$ cat config.mk
export PLATFORM = sky130hd
export DESIGN_NAME = toy_bus_ack_dec_demux_2
export DESIGN_NICKNAME = d
export VERILOG_FILES = /design/src/rtl/toy_bus_ack_dec_demux_2.sv
export SDC_FILE = /design/constraint.sdc
export NUM_CORES = 2
export LEC_CHECK = 0
export CORE_AREA = 2 2 354 356
export CTS_CLUSTER_SIZE = 12
export DETAILED_ROUTE_END_ITERATION = 10
export DIE_AREA = 0 0 356 358
export PLACE_DENSITY_LB_ADDON = 0.05
export SLEW_MARGIN = 10
export SYNTH_ARGS = -nofsm -noshare
export SYNTH_HDL_FRONTEND = slang
export SYNTH_SLANG_ARGS = --single-unit
$ cat constraint.sdc
create_clock -name clk -period 13.95 [get_ports clk]
set_clock_uncertainty 0.05 [all_clocks]
set_input_delay 1.395 -clock clk [delete_from_list [all_inputs] [get_ports clk]]
set_output_delay 1.395 -clock clk [all_outputs]
set_load 0.05 [all_outputs]
$ cat src/rtl/toy_bus_ack_dec_demux_2.sv
// rtl/toy_bus_ack_dec_demux_2.sv - ToyBusAck 1:2 decode demux with per-output 2-entry FIFOs and drop counter
// Optional feature macro: TOY_BUS_ACK_DEC_BYPASS_EN (zero-latency bypass when an output FIFO is empty and ready)
module toy_bus_ack_dec_demux_2 #(
  parameter logic [3:0] OUT0_TGT_ID = 4'd0,
  parameter logic [3:0] OUT1_TGT_ID = 4'd1,
  parameter int         DROP_CNT_W  = 8
) (
  input  logic                  clk,
  input  logic                  rst_n,
  input  logic                  in_vld,
  output logic                  in_rdy,
  input  logic                  in_opcode,
  input  logic [255:0]          in_data,
  input  logic [31:0]           in_sideband,
  input  logic [3:0]            in_src_id,
  input  logic [3:0]            in_tgt_id,
  output logic                  out0_vld,
  input  logic                  out0_rdy,
  output logic                  out0_opcode,
  output logic [255:0]          out0_data,
  output logic [31:0]           out0_sideband,
  output logic [3:0]            out0_src_id,
  output logic [3:0]            out0_tgt_id,
  output logic                  out1_vld,
  input  logic                  out1_rdy,
  output logic                  out1_opcode,
  output logic [255:0]          out1_data,
  output logic [31:0]           out1_sideband,
  output logic [3:0]            out1_src_id,
  output logic [3:0]            out1_tgt_id,
  output logic                  drop_pulse,
  output logic [DROP_CNT_W-1:0] drop_cnt
);

  // opcode + data + sideband + src_id + tgt_id
  localparam int PW = 297;

  logic [PW-1:0] w_in_pl;
  logic          w_sel0;
  logic          w_sel1;
  logic          w_miss;
  logic          w_acc;
  logic          w_byp0;
  logic          w_byp1;
  logic          w_push0;
  logic          w_push1;
  logic          w_pop0;
  logic          w_pop1;
  logic [PW-1:0] w_out0_pl;
  logic [PW-1:0] w_out1_pl;

  logic [PW-1:0] r_mem0 [2];
  logic [PW-1:0] r_mem1 [2];
  logic          r_wr0;
  logic          r_rd0;
  logic [1:0]    r_cnt0;
  logic          r_wr1;
  logic          r_rd1;
  logic [1:0]    r_cnt1;
  logic          r_drop_pulse;
  logic [DROP_CNT_W-1:0] r_drop_cnt;

  assign w_in_pl = {in_opcode, in_data, in_sideband, in_src_id, in_tgt_id};

  assign w_sel0 = (in_tgt_id == OUT0_TGT_ID);
  assign w_sel1 = (in_tgt_id == OUT1_TGT_ID);
  assign w_miss = ~w_sel0 & ~w_sel1;

  // Ready is a function of the routing key and FIFO occupancy only, never of in_vld.
  // A full FIFO refuses even if it pops this cycle.
  assign in_rdy = (w_sel0 & (r_cnt0 != 2'd2)) | (w_sel1 & (r_cnt1 != 2'd2)) | w_miss;
  assign w_acc  = in_vld & in_rdy;

`ifdef TOY_BUS_ACK_DEC_BYPASS_EN
  // An ack for an empty, ready output skips the FIFO and completes this cycle.
  assign w_byp0 = w_sel0 & (r_cnt0 == 2'd0) & out0_rdy;
  assign w_byp1 = w_sel1 & (r_cnt1 == 2'd0) & out1_rdy;
`else
  assign w_byp0 = 1'b0;
  assign w_byp1 = 1'b0;
`endif

  assign w_push0 = w_acc & w_sel0 & ~w_byp0;
  assign w_push1 = w_acc & w_sel1 & ~w_byp1;
  assign w_pop0  = (r_cnt0 != 2'd0) & out0_rdy;
  assign w_pop1  = (r_cnt1 != 2'd0) & out1_rdy;

  assign out0_vld  = (r_cnt0 != 2'd0) | (in_vld & w_byp0);
  assign out1_vld  = (r_cnt1 != 2'd0) | (in_vld & w_byp1);
  assign w_out0_pl = (r_cnt0 == 2'd0) ? w_in_pl : r_mem0[r_rd0];
  assign w_out1_pl = (r_cnt1 == 2'd0) ? w_in_pl : r_mem1[r_rd1];

  assign {out0_opcode, out0_data, out0_sideband, out0_src_id, out0_tgt_id} = w_out0_pl;
  assign {out1_opcode, out1_data, out1_sideband, out1_src_id, out1_tgt_id} = w_out1_pl;

  assign drop_pulse = r_drop_pulse;
  assign drop_cnt   = r_drop_cnt;

  // Payload storage for out0; intentionally not reset.
  always_ff @(posedge clk) begin
    if (w_push0) r_mem0[r_wr0] <= w_in_pl;
  end

  // Payload storage for out1; intentionally not reset.
  always_ff @(posedge clk) begin
    if (w_push1) r_mem1[r_wr1] <= w_in_pl;
  end

  // out0 FIFO pointers and occupancy; push+pop at cnt=1 leaves cnt unchanged.
  always_ff @(posedge clk or negedge rst_n) begin
    if (!rst_n) begin
      r_wr0  <= 1'b0;
      r_rd0  <= 1'b0;
      r_cnt0 <= 2'd0;
    end else begin
      if (w_push0) r_wr0 <= ~r_wr0;
      if (w_pop0)  r_rd0 <= ~r_rd0;
      case ({w_push0, w_pop0})
        2'b10:   r_cnt0 <= r_cnt0 + 2'd1;
        2'b01:   r_cnt0 <= r_cnt0 - 2'd1;
        default: r_cnt0 <= r_cnt0;
      endcase
    end
  end

  // out1 FIFO pointers and occupancy; same rules as out0.
  always_ff @(posedge clk or negedge rst_n) begin
    if (!rst_n) begin
      r_wr1  <= 1'b0;
      r_rd1  <= 1'b0;
      r_cnt1 <= 2'd0;
    end else begin
      if (w_push1) r_wr1 <= ~r_wr1;
      if (w_pop1)  r_rd1 <= ~r_rd1;
      case ({w_push1, w_pop1})
        2'b10:   r_cnt1 <= r_cnt1 + 2'd1;
        2'b01:   r_cnt1 <= r_cnt1 - 2'd1;
        default: r_cnt1 <= r_cnt1;
      endcase
    end
  end

  // Unmapped acks are swallowed: one pulse per drop and a counter that sticks at all-ones.
  always_ff @(posedge clk or negedge rst_n) begin
    if (!rst_n) begin
      r_drop_pulse <= 1'b0;
      r_drop_cnt   <= '0;
    end else begin
      r_drop_pulse <= w_acc & w_miss;
      if (w_acc & w_miss & (r_drop_cnt != {DROP_CNT_W{1'b1}}))
        r_drop_cnt <= r_drop_cnt + {{(DROP_CNT_W-1){1'b0}}, 1'b1};
    end
  end

endmodule

Yosys cells after proc, flatten, opt, wreduce, memory -nomap -nowiden
Memories as Yosys holds them, arrays and structs flattened.
Cells that the tools add are included.

word-level totals
  bits in writable memories = 1188
  memories = 2
  output and inout port bits = 606
  register bits = 17

cells by class
  bitwise operators = 18
  $add $sub $neg = 5
  multiplexer cells = 8
  reduce and logical (&&, ||, !) cells = 7
  equal/unequal tests = 8

memories
  memory  words  bits a word  read ports  clocked after Yosys merged registers in  wr ports  RTL line  text
  r_mem0  2      297          1           0                                        1         52        logic [PW-1:0] r_mem0 [2];
  r_mem1  2      297          1           0                                        1         53        logic [PW-1:0] r_mem1 [2];

operators with widths
  kind                   count
  $mux W297              2
  $and A1 B1 Y1          10
  $add A8 B1 Y8 const B  1
  $ne A8 B8 Y1 const B   1
  $pmux W2 S2            2
  $reduce_bool A2 Y1     4
  $not A1 Y1             6
  $add A2 B1 Y2 const B  2
  $eq A2 B1 Y1 const B   2
  $eq A2 B2 Y1 const B   2
  $eq A4 B1 Y1 const B   1
  $logic_not A2 Y1       2
  $logic_not A4 Y1       1
  $mux W1                4
  $ne A2 B2 Y1 const B   2
  $sub A2 B1 Y2 const B  2
  $or A1 B1 Y1           2

Depth between registers and ports, before layout
  depth after elaboration = 8
  gate-level depth with buffers = 7

Least setup slack after synthesis
No wires, ideal clock.

  path type = input port to flip-flop
  start = in in_tgt_id[2]
  end = mem r_mem0[0][0], enable pin
  data required time = 12937 ps
  arrival = 14237 ps
  path slack = -1299 ps
  path buffers = 0
  cell stages on the path = 3
  cells stage by stage = nor3_1 nand4b_1 nor2_1

on the way
  longest elaborated chain between the ends = 8
  elaborated cells on any way between the ends = 13
  those cells by class = eq/ne (1); mux (2); bitwise (9); reduce/logical (1)

ends and longest elaborated chain
  element                                                  RTL line  text
  start: declaration                                       16        input logic [3:0] in_tgt_id,
  $eq A4 B1 Y1 / $logic_not A4 Y1 (equally long branches)  66, 65
  $and A1 B1 Y1 / $not A1 Y1 (equally long branches)       71, 67
  $or A1 B1 Y1 / $and A1 B1 Y1 (equally long branches)     71, 67
  $or A1 B1 Y1                                             71        assign in_rdy = (w_sel0 & (r_cnt0 != 2'd2)) | (w_sel1 & (r_cnt1 != 2'd2)) | w_miss;
  $and A1 B1 Y1                                            72        assign w_acc = in_vld & in_rdy;
  $and A1 B1 Y1 *                                          83        assign w_push0 = w_acc & w_sel0 & ~w_byp0;
  $mux W1 *                                                101       if (w_push0) r_mem0[r_wr0] <= w_in_pl;
  $mux W1 (implied by the code) *                          101
  end: declaration                                         52

Every way passes the cells marked *; elsewhere a longest branch is shown, timed or not.

Final worst setup path
  start = reg r_cnt0[0]
  end = out out0_data[20]

on the way
  longest elaborated chain between the ends = 2

ends and longest elaborated chain
  element                   RTL line  text
  start: declaration        56        logic [1:0] r_cnt0;
  start signal: assignment  119       2'b10: r_cnt0 <= r_cnt0 + 2'd1;
  start signal: assignment  120       2'b01: r_cnt0 <= r_cnt0 - 2'd1;
  start signal: assignment  121       default: r_cnt0 <= r_cnt0;
  $logic_not A2 Y1          90        assign w_out0_pl = (r_cnt0 == 2'd0) ? w_in_pl : r_mem0[r_rd0];
  $mux W297                 90
  end: declaration          20        output logic [255:0] out0_data,

Every way passes these cells.

==> out/qor.yml <==
status: "complete, no violations"
worst_ep_arrival_time_ns: 5.21
synth_top_family_by_area: "multiplexers"
layout_min_cycle_time_ns: 6.66
relSlewSlack_pct: 15.1
netlist_instances: 3245
die_h_um: 358
numCtsBuffers: 134
root_buffer: "clkbuf_16"
cts_max_level: 4
tns_ns: 0
io_buffers: 907
synth_area_leaders: "edfxtp_1 72%, mux2i_1 12%, a21oi_1 6.0%, nor2_1 4.6%, buf_6 1.7%"
synthSimpleGateAreaFrac_pct: 4.84
synth_top_area_share_pct: 72.3
route.vias.total: 29207
grt_overflow: 0
cts.sinks: 1205
swShare_pct: 47.3
synth_adder_area_share_pct: 0.0761
ys_warn_count: 0
via_per_inst: 4.97
seq_power_share_pct: 25.3
worstMarginPinSlew_ns: 1.27
fill_cells: 10537
cap_viol_max_count: 0
synth-compound-area-share_pct: 6.15
start_util_pct: 40.0
fmaxAchievable_ghz: 0.150
path_max_fanout: 76
grt_pass1_wl_mm: 199
leakage_nw: 22.4
core_mm2: 0.123
drtIter0Drc: 1904
period_share_pct: 47.7
ant_nets: 0
clockPowerShare_pct: 19.9
finalMaxSlewViolations: 0
finalWeightedCongestion: 0.790
grt_use_met1_pct: 25.3
endpoint_kind: "output port"
die_area_mm2: 0.127
synth_flop_cell: "edfxtp_1"
pre_cts_ws_ns: 7.54
grt_use_met3_pct: 7.58
ys_ff_latch: 1205
muxShareOfSynthArea_pct: 12.1
fin_nets: 4427
path_class: "reg -> out"
fin_ws_ns: 7.29
ios: 908
dp_hpwl_mm: 90.3
top_usage_layer: "met2"
area_delta_synth_final_pct: 28.4
totalWireLength_mm: 141
finalHoldViolations: 0
yosys-top-cells-count: "1188 x edfxtp_1, 600 x nor2_1, 594 x a21oi_1, 594 x mux2i_1, 76 x buf_6"
rows: 129
syn_avg_cell_area_um2: 15.2
post_drt_wl_per_cell_um: 24.0
post_cts_resized: 0
syn_area_mm2: 0.0493
finalSetupViolCount: 0
syn_nets: 3550
ir_drop_uv: 320
p_switching_w: 0.00780
clock_path_buffers: 3
start_kind: "flop"
worst_hold_path_type: "reg -> reg"
yosys.area.top_type: "edfxtp_1"
synthArstFlopShare_pct: 1.41
detailedRoute.firstPassIterationCount: 8
required_ns: 12.51
cts-hold-fix-buffers: 0
antenna_found_initial: 34
clk_latency_ns: 0.74
yosysUniqueCellTypes: 32
synth_edf_count: 1188
postCtsSetupRepairBufs: 0
p_comb_share_pct: 54.8
die_w_um: 356
yosysSeqAreaShare_pct: 73.2
grt_max_degree: 194
internal_power_w: 0.00869
synth_most_common_cell: "edfxtp_1"
grt_usage_pct: 21.4
met2_usage_pct: 35.1
drive_above_1_share_pct: 5.19
rsz0062_at_grt: "no"
p_per_area_mw_per_mm2: 260
clkSlewWorstSetupHoldPaths_ns: 0.06
grt_pass1_vias: 28342
drcViolationCount: 0
cts_tree: "done"
synthXorXnorAreaFrac_pct: 0.249
==> flip-flops by register name, indices dropped and copies added (netlist names) <==
name	flops
r_cnt1	2
drop_pulse	1
r_rd1	1
r_wr1	1
drop_cnt	8
r_cnt0	2
r_rd0	1
r_mem1	594
r_mem0	594
r_wr0	1
==> kinds of logic (layout without fill, tap and decap cells) <==
kind of cell	after synthesis	in the layout
AOI/OAI and AO/OA	599	599
muxes	598	598
adders and majority gates	3	3
buffers and inverters	202	1178
other	0	16
and+or+nand+nor	624	624
xor gates and xnor gates	14	14
DFF	1205	1205
==> area by class of cell <==
cell class	instances	area [µm²]	area share [%]
tap	1637	2050	3.23
clock buffer	174	3640	5.75
antenna	16	40.0	0.0632
inverter	4	15.0	0.0237
sequential	1205	36100	57.0
timing repair buffer	939	9460	14.9
multi-input combinational	1838	11600	18.3
clock inverter	61	408	0.644
==> power groups by stage <==
stage | clock network [W] | registers [W] | logic (W)
5_1_grt | 0.00352 | 0.00418 | 0.00942
3_3_place_gp | 0 | 0.00425 | 0.00910
6_report | 0.00329 | 0.00417 | 0.00903
4_1_cts | 0.00338 | 0.00418 | 0.00912
2_1_floorplan | 0 | 0.00424 | 0.00612
3_5_place_dp | 0 | 0.00425 | 0.00909
==> per-stage QoR <==
stage	instance area [µm²]	utilization [%]	instances	total power [W]	hold WS, ns
floorplan	49300	-	3245	0.0104	0.396
global placement	59200	48.0	5623	0.0133	0.423
detailed placement	59200	48.0	5623	0.0133	0.438
CTS	63300	51.3	5858	0.0167	0.445
global route	63300	51.3	5870	0.0171	0.475
finish	63300	51.4	5874	0.0165	0.451
==> per-layer routing <==
| layer | vias up | part of all wire [%] |
|---|---|---|
| li1 | 13956 | - |
| met1 | 14145 | 39 |
| met2 | 856 | 49 |
| met3 | 218 | 8.1 |
| met4 | 32 | 3.7 |
| met5 | - | 0.15 |
==> worst paths after layout <==
path                                  end  slack [ns]  startpoint  cells after the start
setup / recovery            out0_data[20]        7.29   r_cnt0[0]                      7
hold / removal                  r_cnt1[1]        0.45   r_cnt1[1]                      1
setup reg to reg           r_mem1[0][123]        9.50   r_cnt1[0]                      6
hold reg to reg                 r_cnt1[1]        0.45   r_cnt1[1]                      1
max in group asynchronous           r_rd0       11.99       rst_n                      1
min in group asynchronous      drop_pulse        1.14       rst_n                      1
==> layout by cell type, fill, tap and decap left out, drive strengths merged <==
master,count
edfxtp,1188
clkdlybuf4s50,907
nor2,600
mux2i,594
a21oi,594
clkbuf,174
clkinv,53
buf,32
dfrtp,17
diode,16
xnor2,10
inv,7
nand2,6
bufinv,5
xor2,4
mux2,4
nand4,3
ha,3
or2,2
nor3,2
and2,2
and3,2
nand3,2
o211ai,2
or3b,1
nand4b,1
nand3b,1
o31ai,1
nand2b,1
a2111oi,1
o21ai,1
nor4,1
==> worst max-delay path: stages (launching register included) <==
cell and delay (ns):
dfrtp_1 0.42, or2_4 0.71, buf_4 0.74, buf_4 0.77, buf_4 0.63, nor2_1 0.08, a21oi_1 0.15, clkdlybuf4s50_1 0.82
Note: power is estimated with default switching activity, not from simulation.
